`config.mk`:
```
export PLATFORM = sky130hd
export DESIGN_NAME = mac_operand_sequencer
export DESIGN_NICKNAME = d
export VERILOG_FILES = /design/src/rtl/mac_seq_pkg.sv /design/src/rtl/mac_operand_sequencer.sv
export SDC_FILE = /design/constraint.sdc
export NUM_CORES = 1
export LEC_CHECK = 0
export BUFFER_PORTS_ARGS = -buffer_cell sky130_fd_sc_hd__buf_2
export CORE_ASPECT_RATIO = 1.25
export CORE_MARGIN = 5
export CORE_UTILIZATION = 43
export CTS_CLUSTER_SIZE = 30
export DETAILED_ROUTE_END_ITERATION = 16
export PLACE_DENSITY_LB_ADDON = 0.15
export SLEW_MARGIN = 20
export SYNTH_ARGS = -nofsm -noshare
export SYNTH_HDL_FRONTEND = slang
export SYNTH_SLANG_ARGS = --single-unit
```
`constraint.sdc`:
```
create_clock -name clk -period 3.9 [get_ports clk]
set_clock_uncertainty 0.2 [all_clocks]
set_input_delay 0.195 -clock clk [delete_from_list [all_inputs] [get_ports clk]]
set_output_delay 0.195 -clock clk [all_outputs]
set_load 0.005 [all_outputs]
```
`src/rtl/mac_seq_pkg.sv`:
```
// Shared types and default widths for the MAC operand sequencer.
// Optional abort input is enabled by defining MAC_SEQ_ABORT_EN.
package mac_seq_pkg;

    localparam int DEF_A_W     = 20;
    localparam int DEF_B_W     = 18;
    localparam int DEF_P_W     = 64;
    localparam int DEF_LEN_W   = 8;
    localparam int DEF_ACC_LAT = 2;
    localparam int SH_W        = 6;

    typedef enum logic [2:0] {
        IDLE,
        CLEAR,
        FEED,
        DRAIN,
        DONE
    } state_e;

endpackage

```
`src/rtl/mac_operand_sequencer.sv`:
```
// Feeds one dot-product job into a falling-edge DSP accumulator and captures P.
// Define MAC_SEQ_ABORT_EN to add the abort_i job-cancel input.
module mac_operand_sequencer
    import mac_seq_pkg::*;
#(
    parameter int A_W     = DEF_A_W,
    parameter int B_W     = DEF_B_W,
    parameter int P_W     = DEF_P_W,
    parameter int LEN_W   = DEF_LEN_W,
    parameter int ACC_LAT = DEF_ACC_LAT
) (
    input  logic             clk,
    input  logic             reset,
    input  logic             start_i,
    input  logic [LEN_W-1:0] len_i,
    input  logic             sub_i,
    input  logic [SH_W-1:0]  shift_i,
    input  logic             round_i,
`ifdef MAC_SEQ_ABORT_EN
    input  logic             abort_i,
`endif
    input  logic             op_valid_i,
    input  logic [A_W-1:0]   op_a_i,
    input  logic [B_W-1:0]   op_b_i,
    output logic             op_ready_o,
    output logic             acc_clr_o,
    output logic [A_W-1:0]   acc_a_o,
    output logic [B_W-1:0]   acc_b_o,
    output logic             acc_load_acc_o,
    output logic             acc_subtract_o,
    output logic [SH_W-1:0]  acc_shift_right_o,
    output logic             acc_round_o,
    input  logic [P_W-1:0]   acc_p_i,
    output logic [P_W-1:0]   res_o,
    output logic             res_valid_o,
    output logic             busy_o
);

    localparam int DC_W = $clog2(ACC_LAT + 1);

    state_e           state_q, state_d;
    logic [LEN_W-1:0] cnt_q, cnt_d;
    logic [LEN_W-1:0] len_q, len_d;
    logic [DC_W-1:0]  dcnt_q, dcnt_d;
    logic             sub_q, sub_d;
    logic [SH_W-1:0]  shift_q, shift_d;
    logic             round_q, round_d;
    logic [A_W-1:0]   a_q, a_d;
    logic [B_W-1:0]   b_q, b_d;
    logic             load_q, load_d;
    logic [P_W-1:0]   res_q, res_d;
    logic             abort;

`ifdef MAC_SEQ_ABORT_EN
    assign abort = abort_i &
                   (state_q inside {CLEAR, FEED, DRAIN});
`else
    assign abort = 1'b0;
`endif

    always_comb begin
        state_d    = state_q;
        cnt_d      = cnt_q;
        len_d      = len_q;
        dcnt_d     = dcnt_q;
        sub_d      = sub_q;
        shift_d    = shift_q;
        round_d    = round_q;
        a_d        = '0;
        b_d        = '0;
        load_d     = 1'b0;
        res_d      = res_q;
        op_ready_o = 1'b0;
        acc_clr_o  = 1'b0;
        unique case (state_q)
            IDLE: begin
                if (start_i) begin
                    len_d   = len_i;
                    sub_d   = sub_i;
                    shift_d = shift_i;
                    round_d = round_i;
                    state_d = CLEAR;
                end
            end
            CLEAR: begin
                acc_clr_o = 1'b1;
                cnt_d     = '0;
                dcnt_d    = '0;
                state_d   = (len_q == '0) ? DRAIN : FEED;
            end
            FEED: begin
                dcnt_d     = '0;
                op_ready_o = (cnt_q < len_q);
                if (op_ready_o && op_valid_i) begin
                    a_d    = op_a_i;
                    b_d    = op_b_i;
                    load_d = 1'b1;
                    cnt_d  = cnt_q + 1'b1;
                    if (cnt_d == len_q) state_d = DRAIN;
                end
            end
            DRAIN: begin
                // acc_p_i trails the last load beat by ACC_LAT edges
                if (dcnt_q == DC_W'(ACC_LAT)) begin
                    res_d   = acc_p_i;
                    state_d = DONE;
                end else begin
                    dcnt_d = dcnt_q + 1'b1;
                end
            end
            DONE: state_d = IDLE;
            default: state_d = IDLE;
        endcase
        if (abort) begin
            state_d    = IDLE;
            acc_clr_o  = 1'b1;
            op_ready_o = 1'b0;
            a_d        = '0;
            b_d        = '0;
            load_d     = 1'b0;
        end
    end

    always_ff @(negedge clk or posedge reset) begin
        if (reset) begin
            state_q <= IDLE;
            cnt_q   <= '0;
            len_q   <= '0;
            dcnt_q  <= '0;
            sub_q   <= 1'b0;
            shift_q <= '0;
            round_q <= 1'b0;
            a_q     <= '0;
            b_q     <= '0;
            load_q  <= 1'b0;
            res_q   <= '0;
        end else begin
            state_q <= state_d;
            cnt_q   <= cnt_d;
            len_q   <= len_d;
            dcnt_q  <= dcnt_d;
            sub_q   <= sub_d;
            shift_q <= shift_d;
            round_q <= round_d;
            a_q     <= a_d;
            b_q     <= b_d;
            load_q  <= load_d;
            res_q   <= res_d;
        end
    end

    assign acc_a_o           = a_q;
    assign acc_b_o           = b_q;
    assign acc_load_acc_o    = load_q;
    assign acc_subtract_o    = sub_q;
    assign acc_shift_right_o = shift_q;
    assign acc_round_o       = round_q;
    assign res_o             = res_q;
    assign res_valid_o       = (state_q == DONE);
    assign busy_o            = (state_q != IDLE);

endmodule
```
==> flow_metrics.py, run 1 <==
metrics = {
    "route": {
        "first_pass_iters": 4,
        "top_layer": "met4",
        "viasPerCell": 4.89,
        "drc": 0,
        "ant_nets": 0,
        "vias": 4203,
        "wl_met3_um": 1180,
        "wl_met1_um": 5530,
        "routed_wl_um": 14200,
        "first_iter_violations": 268,
        "routedWlPerCell_um": 16.5,
        "wl_met2_um": 7110,
    },
    "place": {
        "placed_cell_area_sq_um": 6990,
        "numPortBuffers": 236,
        "dp_hpwl_um": 10500,
        "dp.cells": 816,
        "gp_congestion": 0.855,
    },
    "power_and_ir_drop": {
        "power_density_nw_per_um2": 749,
        "p_leak_nw": 4.12,
        "vdd_ir_drop_max_uv": 371,
    },
    "clock_network": {
        "clk_latency_ps": 390,
        "cts_tree": "done",
        "cts_max_path_buffers": 2,
        "htreeDepth": 4,
        "clk_pin_slew_ps": 50,
        "cts-root-buf": "clkbuf_16",
        "cts_buffers": 17,
        "cts.sinks": 132,
    },
    "floorplanning": {
        "coreArea_sq_um": 12500,
        "rows": 46,
        "die-area_sq_um": 15000,
        "die_w_um": 111,
        "die_height_um": 136,
        "ios": 237,
        "start_util_pct": 43.5,
    },
    "critical_path": {
        "worstSetupPathType": "reg -> out",
        "cp-start-kind": "flop",
        "path_max_fanout": 2,
        "end_kind": "primary output",
        "worst_ep_arrival_time_ps": 3720,
        "worst_ep_required_time_ps": 3500,
        "reg2reg_depth": 12,
    },
    "synth": {
        "ys_types": 45,
        "synth_seq_cells": 132,
        "syn_area_sq_um": 5450,
        "ys_seq_area_share_pct": 60.6,
        "ys_warn_count": 0,
        "synthMuxAreaShare_pct": 15.4,
        "synth_fa_ha_area_share_pct": 2.29,
        "synth_area_per_cell_sq_um": 13.5,
        "synth_fp_nets": 536,
        "synth_compound_area_share_pct": 6.75,
        "synth-xor-area-share_pct": 1.12,
        "synth_top_family_by_area": "multiplexers",
        "ys_async_sr_fraction_pct": 100,
        "synth-main-ff-cell": "dfrtn_1",
        "synth_edf_count": 0,
        "synth_cells": 404,
        "yosys.area_share.simple_pct": 10.5,
    },
    "min_path": {
        "hold_path.class": "reg -> reg",
        "hold_depth": 1,
    },
    "grt": {
        "grt.total_usage_pct": 18.7,
        "grt_pass1_vias": 4469,
        "antenna_found_initial": 0,
        "grt_pass1_wl_um": 22500,
        "grt-ovfl-total": 0,
        "grt_max_degree": 70,
    },
    "cells_and_area": {
        "nFillCells": 1025,
        "final_cell_mix": "buf_2 (236), dfrtn_1 (132), mux2_2 (73)",
        "design_area_sq_um": 7760,
        "finalNonFillerCells": 859,
        "utilization_pct": 61.8,
        "area_growth_pct": 42.2,
        "final_common_cell": "buf_2",
        "drive_gt1_share_pct": 59.2,
        "n_antenna_cell": 0,
        "nNetsFinal": 810,
    },
    "timing": {
        "tns_ps": -218,
        "rsz0062_at_grt": "true",
        "holdWs_ps": 247,
        "setup_violations": 1,
        "worstMarginPinSlew_ps": 653,
        "finalMaxSlewViolations": 0,
        "hold_viol": 0,
        "slew_headroom_pct": 56.3,
        "finalWorstSetupSlack_ps": -218,
    },
    "outcome": {
        "outcome": "finished with violations",
        "violations": "negative setup slack",
    },
    "flow_run": {
        "cap_violations": 0,
    },
}
-- synthesized netlist by cell type (2+ instances only) --
library cell,number,share of area (%)
dfrtn_1,132,61
xnor2_1,5,0.80
xor2_1,2,0.32
buf_2,11,1.0
and2_1,41,4.7
clkbuf_1,2,0.14
o311ai_0,3,0.48
buf_6,5,1.0
nor2_1,4,0.28
or3_1,3,0.34
o21ai_0,17,1.6
inv_1,13,0.89
a21oi_1,6,0.55
o311ai_1,4,0.64
nand4_1,3,0.34
o211ai_1,3,0.41
nand2_1,20,1.4
mux2i_1,2,0.37
ha_1,10,2.3
nand3_1,3,0.28
and3_1,3,0.34
nor4_1,2,0.23
nor2b_1,2,0.23
nor3_1,5,0.46
mux2_2,73,15
nand2b_1,8,0.92
o311ai_2,4,1.2
-- metrics by stage --
step	power [W]	setup slack, ps
after floorplan	0.00319	26.6
after global placement	0.00397	41.9
after detailed placement	0.00403	-56.3
after CTS	0.00578	-282
after global routing	0.00618	-325
final	0.00581	-218
-- flip-flops by register name, summed over array words and instances (netlist names) --
| signal | count |
|---|---|
| state_q | 3 |
| acc_subtract_o | 1 |
| acc_a_o | 20 |
| res_o | 64 |
| dcnt_q | 2 |
| acc_shift_right_o | 6 |
| acc_round_o | 1 |
| acc_b_o | 18 |
| cnt_q | 8 |
| len_q | 8 |
| acc_load_acc_o | 1 |
-- timing repair --
action / CTS / global route
gates cloned: 0 / 0
endpoints found under the setup margin: 2 / 3
resized for setup: 11 / 10
pin swaps: 5 / 1
setup buffers: 5 / 6
hold buffers: 0 / 0
-- where the power goes --
part	leakage, nW	internal [W]	switching, W
clock	0.283	0.000968	0.000611
combinational	2.11	0.00114	0.00106
sequential	1.73	0.00181	0.000219
total	4.12	0.00392	0.00189
-- final timing paths --
kind                         endpoint       from  slack (ps)
min                         res_o[58]  res_o[58]         250
max in group asynchronous    cnt_q[0]      reset        1330
max reg2reg                  cnt_q[4]   len_q[1]        1070
min in group asynchronous   res_o[51]      reset        1450
max                        op_ready_o   len_q[1]        -220
min reg2reg                 res_o[58]  res_o[58]         250
-- area by class of cell --
class                      count  area, sq um  area share [%]
inverter                      13         52.6           0.678
multi-input combinational    239         2070            26.7
clock inverter                13          148            1.90
timing repair buffer         275         1530            19.7
sequential                   132         3300            42.6
clock buffer                  19          443            5.71
tap                          168          210            2.71
-- critical path, stage by stage, from the launching register on --
cell and delay [ps]:
dfrtn_1 420, inv_2 60, ha_4 200, nor2b_4 120
o211ai_2 170, a21oi_2 100, nor4_2 150, buf_2 160
-- per-layer routing --
layer	up-vias	global-route usage, %
li1	1965	-
met1	1988	22.1
met2	218	31.0
met3	32	6.50
met4	0	8.56
met5	-	0
-- logic make-up (layout without fill, tap and decap cells) --
group,after synthesis,after routing
DFF,132,132
and+or+nand+nor,99,99
muxes,75,75
AOI/OAI and AO/OA,48,48
buffers and inverters,33,320
adders and majority gates,10,10
xor gates and xnor gates,7,7
Note: power is estimated with default switching activity, not from simulation.
==> inputs of run 2 (changes only) <==
Settings changed: CELL_PAD_IN_SITES_DETAIL_PLACEMENT set to 0, CELL_PAD_IN_SITES_GLOBAL_PLACEMENT set to 1, CORE_UTILIZATION 43 to 33.
==> run 2 against run 1 <==
Effect of this change:
- the run still ends with negative setup slack left
- critical path type unchanged
- critical path depth unchanged
- register-to-register slack improved by 160 ps
- sequential share of layout area grew 0.12 points
- clock power is 3% higher
- total power is 2.7% lower
- largest cell class unchanged
- wire length up 5.3%
- worst setup slack worse by 4.8 ps
- non-clock buffer count is 4 lower
- highest routed layer unchanged
- via count is 0.26% lower
- sequential cell count unchanged
- hold slack about the same
- clock-buffer cell count unchanged
==> flow_metrics.py, run 2 (synthesis results as in run 1) <==
metrics = {
    "floorplanning": {
        "ios": 237,
        "start_util_pct": 33.7,
        "die_height_um": 154,
        "die-area_sq_um": 19200,
        "die_w_um": 125,
        "coreArea_sq_um": 16200,
        "rows": 52,
    },
    "grt": {
        "antenna_found_initial": 0,
        "grt-ovfl-total": 0,
        "grt_pass1_wl_um": 23900,
        "grt_pass1_vias": 4450,
        "grt.total_usage_pct": 15.8,
        "grt_max_degree": 44,
    },
    "cells_and_area": {
        "n_antenna_cell": 0,
        "nNetsFinal": 806,
        "finalNonFillerCells": 902,
        "area_growth_pct": 41.8,
        "largest_reg_flops": 64,
        "final_cell_mix": "buf_2 (236), dfrtn_1 (132), mux2_2 (73)",
        "final_common_cell": "buf_2",
        "drive_gt1_share_pct": 57.1,
        "design_area_sq_um": 7730,
    },
    "flow_run": {
        "cap_violations": 0,
    },
    "critical_path": {
        "path_cells": "inv_1 > ha_1 > nor2b_1 > o211ai_2 > a21oi_2 > nor4_2 > buf_2",
        "cpMaxStageDelayCell": "dfrtn_1",
        "reg2reg_depth": 9,
        "r2r_end": "cnt_q[7]",
        "r2r_start": "len_q[1]",
        "rrSetupSlack_ps": 1230,
        "path_max_fanout": 2,
        "end_kind": "primary output",
        "cp-start-kind": "flop",
        "worstSetupPathType": "reg -> out",
        "worst_ep_required_time_ps": 3500,
        "max_stage_delay_ps": 410,
        "cp_num_buf_inv": 2,
        "cp-startpoint": "len_q[1]",
        "worst_ep_arrival_time_ps": 3730,
        "crit_family": "flip-flops",
    },
    "timing": {
        "slew_headroom_pct": 56.3,
        "rsz0062_at_grt": "true",
        "finalWorstSetupSlack_ps": -223,
        "finalMaxSlewViolations": 0,
        "tns_ps": -223,
        "setup_violations": 1,
        "worstMarginPinSlew_ps": 655,
        "hold_viol": 0,
    },
    "place": {
        "dp.cells": 868,
        "pre_cts_slack_ps": -33.0,
        "numPortBuffers": 236,
        "dp_hpwl_um": 11500,
        "gp_congestion": 0.881,
        "placed_cell_area_sq_um": 7090,
    },
    "route": {
        "routed_wl_um": 15000,
        "routedWlPerCell_um": 16.6,
        "first_pass_iters": 4,
        "first_iter_violations": 191,
        "ant_nets": 0,
        "vias": 4192,
        "viasPerCell": 4.65,
        "drc": 0,
    },
    "clock_network": {
        "cts_tree": "done",
        "clk_latency_ps": 390,
        "ctsHoldBuffers": 0,
        "cts_buffers": 17,
        "cts-root-buf": "clkbuf_16",
        "htreeDepth": 4,
        "cts_max_path_buffers": 2,
        "cts.sinks": 132,
        "clk_pin_slew_ps": 40,
    },
    "min_path": {
        "hp-start": "res_o[6]",
        "hold_path.class": "reg -> reg",
        "hold_depth": 1,
        "min_delay_worst_endpoint": "res_o[6]",
    },
    "power_and_ir_drop": {
        "power_density_nw_per_um2": 731,
        "vdd_ir_drop_max_uv": 383,
        "p_leak_nw": 4.10,
        "finalPower_w": 0.00566,
    },
    "outcome": {
        "violations": "negative setup slack",
        "outcome": "finished with violations",
    },
}
## run 2: cell count changes in the layout (fill, tap and decap cells not counted), sizes merged
cell	previous run	this run
inv	17	14
clkinv	3	4
buf	275	271
bufinv	2	3
## run 2: area by class of cell
| type | count | area, sq um |
|---|---|---|
| fillers | 1519 | 8470 |
| flip-flops and latches | 132 | 3300 |
| multi-input cells | 239 | 2000 |
| repair buffers | 271 | 1510 |
| clock buffers | 19 | 443 |
| well taps | 216 | 270 |
| clock inverters | 12 | 154 |
| inverters | 13 | 52.6 |
## run 2: worst max-delay path by stage
stage,endpoint,slack (ps),depth (start not counted)
finish,op_ready_o,-220,7
global route,op_ready_o,-390,7
CTS,op_ready_o,-290,7
detailed placement,op_ready_o,-30,7
global placement,op_ready_o,-2,7
floorplan,acc_a_o[0],30,1
## run 2: timing repair
item,in CTS,in global routing
pin swaps,1,0
gates resized for setup,4,1
buffers inserted,3,0
setup endpoints to repair,2,1
## run 2: routing by layer
layer  GRT usage (%)  wire (um)  vias up
met5               0          0        -
met1            17.6       5860     2004
li1                -          -     1952
met3            6.59       1230       32
met2            26.5       7450      204
met4            6.61        418        0
## run 2: stage by stage
stage | hold WS (ps) | utilization (%)
floorplan | 228 | -
global placement | 245 | 43.8
detailed placement | 250 | 43.8
CTS | 250 | 47.7
global route | 255 | 47.7
finish | 246 | 47.7
## run 2: power by group
group          switching (W)  leakage [nW]  total [W]  internal (W)
clock network       0.000599         0.286    0.00162       0.00102
logic                0.00101          2.09    0.00203       0.00103
registers           0.000192          1.73    0.00200       0.00181
==> inputs of run 3 (changes only) <==
Settings changed: ABC_AREA set to 1, CORE_UTILIZATION 33 to 31.
==> run 3 against run 2 <==
Effect of this change:
- the flow still finishes with violations (negative setup slack)
- cell area down 2.3%
- clock-buffer cell count down 1
- largest power group is now clock
- critical endpoint unchanged
- non-clock buffer count down 21
- clock power about the same
- core utilization down 4.2 points
- critical path type unchanged
- synthesized cell count up 50%
==> flow_metrics.py, run 3 <==
metrics = {
    "synth": {
        "ys_seq_area_share_pct": 60.9,
        "yosys.area_share.simple_pct": 24.4,
        "synth_top_family_by_area": "simple AND/OR/NAND/NOR gates",
        "ys_async_sr_fraction_pct": 100,
        "synth.top_cell.area_share_pct": 60.9,
        "synth_fa_ha_area_share_pct": 2.31,
        "synth_area_leaders": "dfrtn_1 (61%), nand2_1 (17%), inv_1 (4.5%)",
        "synth_edf_count": 0,
        "syn_area_sq_um": 5430,
        "synth_compound_area_share_pct": 2.65,
        "yosysMostFrequentCell": "nand2_1",
        "synth_fp_nets": 739,
        "synth-xor-area-share_pct": 0,
        "ys_types": 26,
        "synth_area_per_cell_sq_um": 8.94,
        "yosysTopAreaCell": "dfrtn_1",
        "synth_seq_cells": 132,
        "synth-main-ff-cell": "dfrtn_1",
        "ys_warn_count": 0,
        "synth_cells": 607,
        "synthMuxAreaShare_pct": 1.94,
        "synth_common_cells": "nand2_1 (242), dfrtn_1 (132), inv_1 (65), nor2_1 (65), nand3_1 (19)",
    },
    "outcome": {
        "violations": "negative setup slack",
        "outcome": "finished with violations",
    },
    "timing": {
        "finalMaxSlewViolations": 0,
        "worstMarginPinSlew_ps": 889,
        "slew_headroom_pct": 40.7,
        "finalWorstSetupSlack_ps": -116,
        "hold_viol": 0,
        "setup_violations": 1,
        "rsz0062_at_grt": "true",
    },
    "clock_network": {
        "clk_pin_slew_ps": 50,
        "clk_latency_ps": 390,
        "cts_tree": "done",
        "cts.sinks": 132,
        "cts_buffers": 17,
        "htreeDepth": 4,
        "cts_max_path_buffers": 2,
        "ctsHoldBuffers": 0,
        "cts-root-buf": "clkbuf_16",
    },
    "power_and_ir_drop": {
        "p_leak_nw": 4.04,
        "vdd_ir_drop_max_uv": 255,
        "power_density_nw_per_um2": 450,
    },
    "critical_path": {
        "worst_ep_arrival_time_ps": 3620,
        "end_kind": "primary output",
        "worst_ep_required_time_ps": 3500,
        "max_stage_delay_ps": 430,
        "path_cells": "inv_2 > ha_4 > a21oi_2 > o21a_1 > nand2_2 > nor2_1 > buf_2",
        "path_max_fanout": 2,
        "crit_family": "flip-flops",
        "cp-start-kind": "flop",
        "cp_num_buf_inv": 2,
        "cpMaxStageDelayCell": "dfrtn_1",
        "rrSetupSlack_ps": 1720,
        "worstSetupPathType": "reg -> out",
    },
    "route": {
        "routedWlPerCell_um": 13.5,
        "first_pass_iters": 6,
        "vias": 4647,
        "ant_nets": 0,
        "drc": 0,
        "viasPerCell": 4.26,
        "first_iter_violations": 225,
        "routed_wl_um": 14800,
    },
    "cells_and_area": {
        "multiInputGateArea_sq_um": 1780,
        "largest_reg_flops": 64,
        "area_growth_pct": 39.2,
        "drive_gt1_share_pct": 36.6,
        "seqCellArea_sq_um": 3300,
        "final_common_cell": "nand2_1",
        "finalNonFillerCells": 1092,
        "nFillCells": 1742,
        "nNetsFinal": 987,
        "n_antenna_cell": 0,
        "final_cell_mix": "nand2_1 (239), buf_2 (236), dfrtn_1 (132)",
        "design_area_sq_um": 7550,
    },
    "grt": {
        "grt_pass1_vias": 4686,
        "grt.total_usage_pct": 14.4,
        "grt-ovfl-total": 0,
        "met3_usage_pct": 5.60,
        "grt_max_degree": 80,
        "globalRoute.busiestLayer": "met2",
        "grt_use_met2_pct": 22.7,
        "grt_use_met1_pct": 18.1,
        "grt_pass1_wl_um": 23300,
        "antenna_found_initial": 0,
    },
    "floorplanning": {
        "start_util_pct": 31.3,
        "die_height_um": 158,
        "die-area_sq_um": 20300,
        "ios": 237,
        "die_w_um": 128,
        "coreArea_sq_um": 17400,
        "rows": 54,
    },
    "min_path": {
        "hold_path.class": "reg -> reg",
    },
    "place": {
        "dp_hpwl_um": 10700,
        "pre_cts_slack_ps": 170,
        "dp.cells": 1055,
        "gp_congestion": 0.838,
        "placed_cell_area_sq_um": 6830,
        "numPortBuffers": 236,
    },
    "flow_run": {
        "cap_violations": 0,
    },
}
run 3: cell types whose count changed after synthesis, moves of 5 or more:
cell and change:
a21oi_1 +8, and2_1 -40, inv_1 +52, inv_2 +6, mux2_2 -69, nand2_1 +222
nand2b_1 -8, nand3_1 +16, nor2_1 +61, o21ai_0 -16, o21ai_1 +9, xnor2_1 -5
run 3: cells by family after synthesis:
logic type,after synthesis
and+or+nand+nor,337
DFF,132
buffers and inverters,93
AOI/OAI and AO/OA,27
adders and majority gates,10
muxes,8
run 3: where the power goes:
| group | switching, W | internal [W] | leakage (nW) |
|---|---|---|---|
| Clock | 0.000618 | 0.00101 | 0.292 |
| Sequential | 0.0000334 | 0.00142 | 1.41 |
| Combinational | 0.000172 | 0.000138 | 2.34 |
run 3: worst register-to-register path, cell delays in order (launching register included):
cell and delay (ps):
dfrtn_1 420, inv_2 70, ha_4 280, nand2_2 60, o21a_1 210, nand2_2 80, buf_4 120, nor2_2 40
nand2_2 70, buf_4 370, nor2_1 100
run 3: stage by stage:
step / TNS [ps] / hold WS, ps / util (%) / total power, W
2_1_floorplan: 0 / 217 / - / 0.00163
3_3_place_gp: 0 / 217 / 39.3 / 0.00177
3_5_place_dp: 0 / 221 / 39.3 / 0.00177
4_1_cts: -125 / 224 / 43.4 / 0.00346
5_1_grt: -232 / 234 / 43.5 / 0.00357
6_report: -116 / 219 / 43.5 / 0.00340
run 3: final timing paths:
path / from / to / cells past startpoint
min: res_o[18] / res_o[18] / 2
max: len_q[5] / op_ready_o / 7
max in group asynchronous: reset / res_o[7] / 3
min reg2reg: res_o[18] / res_o[18] / 2
max reg2reg: len_q[7] / acc_b_o[17] / 10
min in group asynchronous: reset / res_o[20] / 3
run 3: per-layer routing:
layer,vias to the layer above,wire (um)
met2,166,7030
met1,2133,6080
met5,-,0
li1,2332,-
met3,16,1400
met4,0,244
run 3: area by class of cell:
class	count	share of cell area (%)
Clock inverter	14	2.34
Tap cell	224	3.71
Sequential cell	132	43.7
Clock buffer	18	5.68
Inverter	72	3.64
Multi-Input combinational cell	382	23.6
Timing Repair Buffer	250	17.4
run 3: what timing repair did:
item / 4_1_cts / 5_1_grt
pin swaps: 6 / 4
resized for setup: 13 / 3
setup endpoints to repair: 1 / 1
buffers inserted: 4 / 1
